--- src/rtl/imm_ext_ctrl_if.sv ---
// Handshake bundle between the decoder, the immediate-extension stage and the
// downstream consumer.
//   upstream   : IN_VALID, IN_READY, INSTR[31:0], IMM_SEL[1:0], FLUSH
//   downstream : OUT_VALID, OUT_READY, EXT[31:0], EXT_CNT[CNT_W-1:0]
// master = the side that drives the stage (decoder plus consumer),
// slave  = the stage itself.
interface imm_ext_ctrl_if #(
  parameter int unsigned CNT_W = 16
);
  logic             IN_VALID;
  logic             IN_READY;
  logic [31:0]      INSTR;
  logic [1:0]       IMM_SEL;
  logic             FLUSH;
  logic             OUT_VALID;
  logic             OUT_READY;
  logic [31:0]      EXT;
  logic [CNT_W-1:0] EXT_CNT;

  modport master (
    output IN_VALID, INSTR, IMM_SEL, FLUSH, OUT_READY,
    input  IN_READY, OUT_VALID, EXT, EXT_CNT
  );

  modport slave (
    input  IN_VALID, INSTR, IMM_SEL, FLUSH, OUT_READY,
    output IN_READY, OUT_VALID, EXT, EXT_CNT
  );
endinterface

--- src/rtl/imm_ext_ctrl.sv ---
// Registered immediate-extension stage.
// The immediate field of INSTR is extended combinationally according to
// IMM_SEL and stored already-extended in a 2-entry skid buffer (main + skid).
// The main entry drives EXT/OUT_VALID. IN_READY is the registered inverse of
// the skid-valid flag, so it never depends combinationally on OUT_READY.
// A wrapping counter tracks completed output transfers.
// Ports:
//   CLK  - clock, all state on the rising edge
//   RST  - synchronous active-high reset (priority over FLUSH)
//   bus  - imm_ext_ctrl_if.slave: IN_VALID/IN_READY/INSTR/IMM_SEL/FLUSH in,
//          OUT_VALID/OUT_READY/EXT/EXT_CNT out
module imm_ext_ctrl #(
  parameter int unsigned CNT_W = 16
) (
  input  logic         CLK,
  input  logic         RST,
  imm_ext_ctrl_if.slave bus
);

  localparam int unsigned DATA_W = 32;
  localparam int unsigned HALF_W = 16;

  // Buffer state
  logic              m_valid;
  logic [DATA_W-1:0] m_data;
  logic              s_valid;
  logic [DATA_W-1:0] s_data;
  logic              in_ready_q;
  logic [CNT_W-1:0]  cnt;

  // Next-state values
  logic              m_valid_d;
  logic [DATA_W-1:0] m_data_d;
  logic              s_valid_d;
  logic [DATA_W-1:0] s_data_d;
  logic              in_ready_d;
  logic [CNT_W-1:0]  cnt_d;

  logic [DATA_W-1:0] ext_c;
  logic              accept_c;
  logic              consume_c;

  // Immediate selection and extension
  always_comb begin
    ext_c = '0;
    unique case (bus.IMM_SEL)
      2'b00:   ext_c = {{HALF_W{bus.INSTR[15]}}, bus.INSTR[15:0]};
      2'b01:   ext_c = {{HALF_W{1'b0}}, bus.INSTR[15:0]};
      2'b10:   ext_c = {{11{bus.INSTR[20]}}, bus.INSTR[20:0]};
      default: ext_c = {bus.INSTR[15:0], {HALF_W{1'b0}}};
    endcase
  end

  assign accept_c  = bus.IN_VALID & in_ready_q;
  assign consume_c = m_valid & bus.OUT_READY;

  // Buffer next-state; the counter still advances on a consume during FLUSH
  always_comb begin
    m_valid_d = m_valid;
    m_data_d  = m_data;
    s_valid_d = s_valid;
    s_data_d  = s_data;
    cnt_d     = cnt + CNT_W'(consume_c);

    if (bus.FLUSH) begin
      m_valid_d = 1'b0;
      s_valid_d = 1'b0;
    end else if (!m_valid || consume_c) begin
      // Main slot frees up: refill from skid first to keep ordering
      if (s_valid) begin
        m_valid_d = 1'b1;
        m_data_d  = s_data;
        s_valid_d = accept_c;
        if (accept_c) begin
          s_data_d = ext_c;
        end
      end else begin
        m_valid_d = accept_c;
        if (accept_c) begin
          m_data_d = ext_c;
        end
      end
    end else if (accept_c) begin
      // Main stalled: park the new word in the skid slot
      s_valid_d = 1'b1;
      s_data_d  = ext_c;
    end

    in_ready_d = ~s_valid_d;
  end

  // State registers
  always_ff @(posedge CLK) begin
    if (RST) begin
      m_valid    <= 1'b0;
      m_data     <= '0;
      s_valid    <= 1'b0;
      s_data     <= '0;
      in_ready_q <= 1'b1;
      cnt        <= '0;
    end else begin
      m_valid    <= m_valid_d;
      m_data     <= m_data_d;
      s_valid    <= s_valid_d;
      s_data     <= s_data_d;
      in_ready_q <= in_ready_d;
      cnt        <= cnt_d;
    end
  end

  assign bus.IN_READY  = in_ready_q;
  assign bus.OUT_VALID = m_valid;
  assign bus.EXT       = m_data;
  assign bus.EXT_CNT   = cnt;

endmodule

--- src/flat_wrapper.sv ---
// flat-port wrapper written by rule: the top's interface ports become plain ports
module imm_ext_ctrl_flat 
#(
  parameter int unsigned CNT_W = 16
)
  (CLK, RST, bus_IN_VALID, bus_INSTR, bus_IMM_SEL, bus_FLUSH, bus_OUT_READY, bus_IN_READY, bus_OUT_VALID, bus_EXT, bus_EXT_CNT);
  imm_ext_ctrl_if #(.CNT_W(CNT_W)) bus_i ();
  input  logic CLK;
  input  logic RST;
  input wire logic [$bits(bus_i.IN_VALID)-1:0] bus_IN_VALID;
  input wire logic [$bits(bus_i.INSTR)-1:0] bus_INSTR;
  input wire logic [$bits(bus_i.IMM_SEL)-1:0] bus_IMM_SEL;
  input wire logic [$bits(bus_i.FLUSH)-1:0] bus_FLUSH;
  input wire logic [$bits(bus_i.OUT_READY)-1:0] bus_OUT_READY;
  output wire logic [$bits(bus_i.IN_READY)-1:0] bus_IN_READY;
  output wire logic [$bits(bus_i.OUT_VALID)-1:0] bus_OUT_VALID;
  output wire logic [$bits(bus_i.EXT)-1:0] bus_EXT;
  output wire logic [$bits(bus_i.EXT_CNT)-1:0] bus_EXT_CNT;
  assign bus_i.IN_VALID = bus_IN_VALID;
  assign bus_i.INSTR = bus_INSTR;
  assign bus_i.IMM_SEL = bus_IMM_SEL;
  assign bus_i.FLUSH = bus_FLUSH;
  assign bus_i.OUT_READY = bus_OUT_READY;
  assign bus_IN_READY = bus_i.IN_READY;
  assign bus_OUT_VALID = bus_i.OUT_VALID;
  assign bus_EXT = bus_i.EXT;
  assign bus_EXT_CNT = bus_i.EXT_CNT;
  imm_ext_ctrl #(.CNT_W(CNT_W)) u_core (.CLK(CLK), .RST(RST), .bus(bus_i));
endmodule
--- config.mk ---
export PLATFORM = sky130hd
export DESIGN_NAME = imm_ext_ctrl_flat
export DESIGN_NICKNAME = d
export VERILOG_FILES = /design/src/rtl/imm_ext_ctrl_if.sv /design/src/rtl/imm_ext_ctrl.sv /design/src/flat_wrapper.sv
export SDC_FILE = /design/constraint.sdc
export NUM_CORES = 1
export LEC_CHECK = 0
export CORE_ASPECT_RATIO = 0.7
export CORE_MARGIN = 4
export CORE_UTILIZATION = 45
export DETAILED_ROUTE_END_ITERATION = 6
export PLACE_DENSITY = 0.73
export SYNTH_ARGS = -nofsm -noshare
export SYNTH_HDL_FRONTEND = slang
export SYNTH_SLANG_ARGS = --single-unit
--- constraint.sdc ---
create_clock -name CLK -period 4.14 [get_ports CLK]
set_clock_uncertainty 0.15 [all_clocks]
set_input_delay 1.035 -clock CLK [delete_from_list [all_inputs] [get_ports CLK]]
set_output_delay 1.035 -clock CLK [all_outputs]
set_load 0.02 [all_outputs]
# Word level (Yosys, flattened, before mapping)
# Index checks and enable logic that the tools add are counted.
dict set report totals {
  out_inout_bits 50
  reg_bits 83
  inputBits 39
  wordCells 32
}
dict set report op_classes {
  n_bitwise 4
  mux 11
  n_eq_ne 3
  reduce_logical 7
  n_addsub 1
}
# operator n
set ops {}
lappend ops {{two-way mux 32 bit} 5}
lappend ops {{case mux 32 bit (3 select lines)} 1}
lappend ops {{adder 16 x 1 -> 16 bit} 1}
lappend ops {{two-way mux 1 bit} 5}
lappend ops {{AND reduction 3 bit} 1}
lappend ops {{bitwise AND 1 bit} 2}
lappend ops {{equality test 2 x 1 -> 1 bit, second input constant} 1}
lappend ops {{equality test 2 bit, second input constant} 1}
lappend ops {{logical NOT 2 bit} 1}
lappend ops {{!= test 2 x 1 -> 1 bit, second input constant} 1}
lappend ops {{inverter 1 bit} 2}
lappend ops {{AND reduction 2 bit} 1}
lappend ops {{nonzero test 2 bit} 1}
lappend ops {{OR reduction 2 bit} 1}
lappend ops {{logical NOT 1 bit} 1}
lappend ops {{logical OR 1 bit} 1}

# Longest topological paths before layout
dict set report logic_depth {
  ltp_word 5
  ltp_mapped 7
  depth_no_buf 7
}

# Least setup slack after synthesis
# Ideal clock, no wire load.
dict set report synth_path {
  kind {in2reg}
  from {input bus_OUT_READY}
  to {register u_core.cnt[14] (netlist: u_core.bus.EXT_CNT[14])}
  t_required_ns 3.862
  arrival_ns 2.243
  cell_stages 7
  path_slack_ns 1.620
  setup_ns 0.128
  n_path_buf 0
  path_cell_list {and2_1 -> ha_1 -> ha_1 -> nand4_1 -> nor4_1 -> xnor2_1 -> nor2_1}
}
dict set report synth_via {
  elab_chain_cells 2
}
# item line_no
set synth_rtl {}
lappend synth_rtl {{start: declaration} flat_wrapper.sv:14} ;# input wire logic [$bits(bus_i.OUT_READY)-1:0] bus_OUT_READY;
lappend synth_rtl {{bitwise AND 1 bit} imm_ext_ctrl.sv:55} ;# assign consume_c = m_valid & bus.OUT_READY;
lappend synth_rtl {{adder 16 x 1 -> 16 bit} imm_ext_ctrl.sv:63} ;# cnt_d = cnt + CNT_W'(consume_c);
lappend synth_rtl {{end signal: assignment} imm_ext_ctrl.sv:107} ;# cnt <= cnt_d;
lappend synth_rtl {{end: declaration} imm_ext_ctrl.sv:29} ;# logic [CNT_W-1:0] cnt;
# No other way between the ends.
# A chain may end at the register's enable or synchronous reset.

# Worst setup path in the final report
# Same ends and word-level chain as after synthesis.

==> results.json <==
{
  "cts_sinks": 83,
  "dr.first_iter.drc_count": 215,
  "drc_errors": 0,
  "timing.hold.worst.class": "flop to flop",
  "yosys_register_bits": 83,
  "post_route_cells_drive_above_1_share_pct": 9.703,
  "timing.final.crit_period_ns": 2.937,
  "synth_area_sq_um": 3751,
  "cell_area_after_layout_sq_um": 4857,
  "clock_path_buffers": 2,
  "layout.filler_cells": 682,
  "largest_family_of_logic_cells_by_synthesized_area": "simple AND/OR/NAND/NOR gates",
  "groute.usage.overall_pct": 20.56,
  "starting_density_of_the_core_pct": 47.05,
  "timing.critical_path.required_ns": 4.20,
  "route.detailed.wl_per_inst_microns": 16.42,
  "worstPathArrival_ns": 3.00,
  "antenna_left": 0,
  "dp_hpwl_microns": 6879,
  "r2r-end": "u_core.s_data[23]",
  "status": "complete, no violations",
  "vias": 3477,
  "core-area_sq_um": 7973,
  "cts_made_buffers": 9,
  "synth_compound_area_share_pct": 16.94,
  "grt_setup_unrepaired": "false",
  "slew-limit-headroom_pct": 24.47,
  "cts_post_setup_buffers_inserted": 0,
  "grt_pass1_vias": 3330,
  "gp_congestion": 0.8643,
  "critPathLaunchType": "primary input",
  "placed_cell_area_sq_um": 4547,
  "power_density_nw_per_um2": 394.1,
  "post-route-period-util_pct": 70.94,
  "root_buffer": "clkbuf_16",
  "timing.critical_path.slowest_cell_delay_ns": 0.48,
  "critical_path.max_fanout": 4,
  "simple_gate_share_of_the_synthesized_area_pct": 26.12,
  "max_freq_ghz": 0.3405,
  "die-height_microns": 84.39,
  "tritoncts": "built",
  "post_synth_mux_area_share_pct": 4.403,
  "dieWidth_microns": 117.1,
  "critical-path-slowest-cell": "clkdlybuf4s50_1",
  "clock_pin_slew_of_the_registers_on_the_worst_case_setup_and_hold_paths_ns": 0.06,
  "critPathKind": "primary input to flop",
  "pin_count": 89,
  "synth_xor_area_share_pct": 2.568,
  "timing.reg2reg.worst_path_depth": 5,
  "critical_path.top_delay_family": "simple AND/OR/NAND/NOR gates",
  "rows": 27,
  "ys_warn_count": 0,
  "hold_path_startpoint": "u_core.bus.EXT[17]",
  "post_cts.resized_instances": 0,
  "leakage_nw": 1.697,
  "worst_setup_path_end_kind": "flop",
  "power.ir.vdd_worst_uv": 235.5,
  "postSynthNetCount": 481,
  "drt_first_pass_iters": 6,
  "cts_hold_repair.buffers": 0,
  "synth_cells": 439,
  "synth_seq_area_share_pct": 44.30,
  "final_cell_mix": "dfxtp_1 (82), clkdlybuf4s50_1 (76), nor2_1 (60)",
  "cp_cell_sequence": "clkdlybuf4s50_1 > and2_1 > ha_1 > ha_1 > nand4_1 > nor4_1 > xnor2_1 > nor2_1",
  "drv_slew": 0,
  "grt_overflow": 0,
  "final_net_count": 542,
  "area_enclosed_by_the_die_boundary_sq_um": 9884,
  "whs_path_depth": 2,
  "max-cap-violations": 0,
  "worst_slew_pin_slew_ns": 1.133,
  "clock_insertion_delay_worst_skew_ns": 0.33,
  "wirelength_routed_microns": 9950,
  "hold_violations": 0,
  "grt_first_pass_wirelength_microns": 16370,
  "netlist-cell-type-count": 35,
  "seq_area_sq_um": 1663,
  "multiInputGateArea_sq_um": 1928,
  "antenna_found_initial": 0,
  "hold-path-endpoint": "u_core.bus.EXT[17]",
  "critical_path.reg2reg.startpoint": "u_core.s_valid",
  "timing.critical_path.mode_cell": "ha_1",
  "ctsHtreeMaxLevel": 3,
  "finalSetupViolations": 0,
  "area.growth.synth_to_final_pct": 29.49,
  "r2r_slack_ns": 1.50,
  "synth-adder-area-share_pct": 1.001,
  "mostFrequentLayoutCell": "dfxtp_1",
  "largest_net_degree_at_the_start_of_global_routing": 39,
  "routed_via_density": 5.738,
  "synthesis.area_per_instance_sq_um": 8.545,
  "antenna-diode-count": 0,
  "fin_setup_tns_ns": 0,
  "numPortBuffers": 77,
  "worst-path-buf-inv": 1
}
worst register-to-register path, delay by kind of cell (launching register included):
family	cells	cell delay, ns
flops	1	0.65
compound gates	1	0.69
buf+inv	2	0.54
simple gates	2	0.48
final cells by class:
type                       count  area share (%)
clock buffer                  11           4.791
multi-input combinational    319           39.70
sequential                    83           34.23
timing repair buffer          84           16.85
clock inverter                 5           1.597
inverter                       3          0.2318
tap                          101           2.602
metrics by stage:
stage	worst slack (ns)	hold slack [ns]	power, mW	cells	utilization [%]
floorplan	1.620	0.2932	0.9913	439	-
global placement	0.9104	0.2967	1.091	590	57.03
detailed placement	0.8505	0.2985	1.095	590	57.03
CTS	1.202	0.3063	1.929	606	60.92
global route	1.058	0.3271	1.992	606	60.92
finish	1.203	0.3012	1.914	606	60.92
cells in the mapped netlist (all sizes together):
library cell	count	area share (%)
nand2b	6	1.0
ha	3	1.0
mux2	4	1.2
a21oi	25	3.7
nor3b	1	0.50
a2111o	1	0.30
nor4	4	0.67
nand2	40	4.0
nor2b	15	2.5
o21ai	16	2.1
xor2	2	0.47
clkbuf	15	1.5
a21o	4	0.80
nand4	5	0.83
and2	2	0.33
a211oi	1	0.33
a221oi	16	6.4
dfxtp	83	44
o22ai	12	2.0
o211ai	4	0.80
inv	3	0.30
nand3	22	2.9
buf	19	2.9
mux2i	12	3.2
nor2	60	6.0
xnor2	9	2.1
a21boi	1	0.20
nor3	49	6.7
a211o	1	0.23
or3	4	0.67
flip-flops by register name, indices dropped and copies added, names as in the netlist:
signal	flops
u_core.bus.EXT_CNT	16
u_core.s_data	32
u_core.bus.IN_READY	1
u_core.bus.OUT_VALID	1
u_core.s_valid	1
u_core.bus.EXT	32
cell families after synthesis:
group / Yosys count
and+or+nand+nor: 208
DFF: 83
AOI/OAI and AO/OA: 81
buffers and inverters: 37
muxes: 16
xor gates and xnor gates: 11
adders and majority gates: 3
worst max path at each step:
stage | from | end | slack (ns) | depth (start not counted)
2_1_floorplan | bus_OUT_READY | u_core.bus.EXT_CNT[14] | 1.62 | 7
3_3_place_gp | bus_IMM_SEL[1] | u_core.bus.EXT[21] | 0.91 | 5
3_5_place_dp | bus_OUT_READY | u_core.bus.EXT_CNT[14] | 0.85 | 8
4_1_cts | bus_OUT_READY | u_core.bus.EXT_CNT[14] | 1.20 | 8
5_1_grt | bus_OUT_READY | u_core.bus.EXT_CNT[14] | 1.06 | 8
6_report | bus_OUT_READY | u_core.bus.EXT_CNT[14] | 1.20 | 8
report_power, final:
part | total (mW) | switching [mW] | leakage (nW) | internal, mW
registers | 0.840 | 0.0152 | 0.675 | 0.825
logic | 0.239 | 0.133 | 0.872 | 0.106
clock network | 0.835 | 0.309 | 0.150 | 0.526
total | 1.91 | 0.457 | 1.70 | 1.46
per-layer routing:
metal | part of all wire [%] | track usage (%)
met5 | 0 | 0
met4 | 1.3 | 5.208
met3 | 7.5 | 5.908
met2 | 48 | 32.68
met1 | 44 | 27.49
Note: power is estimated with default switching activity, not from simulation.
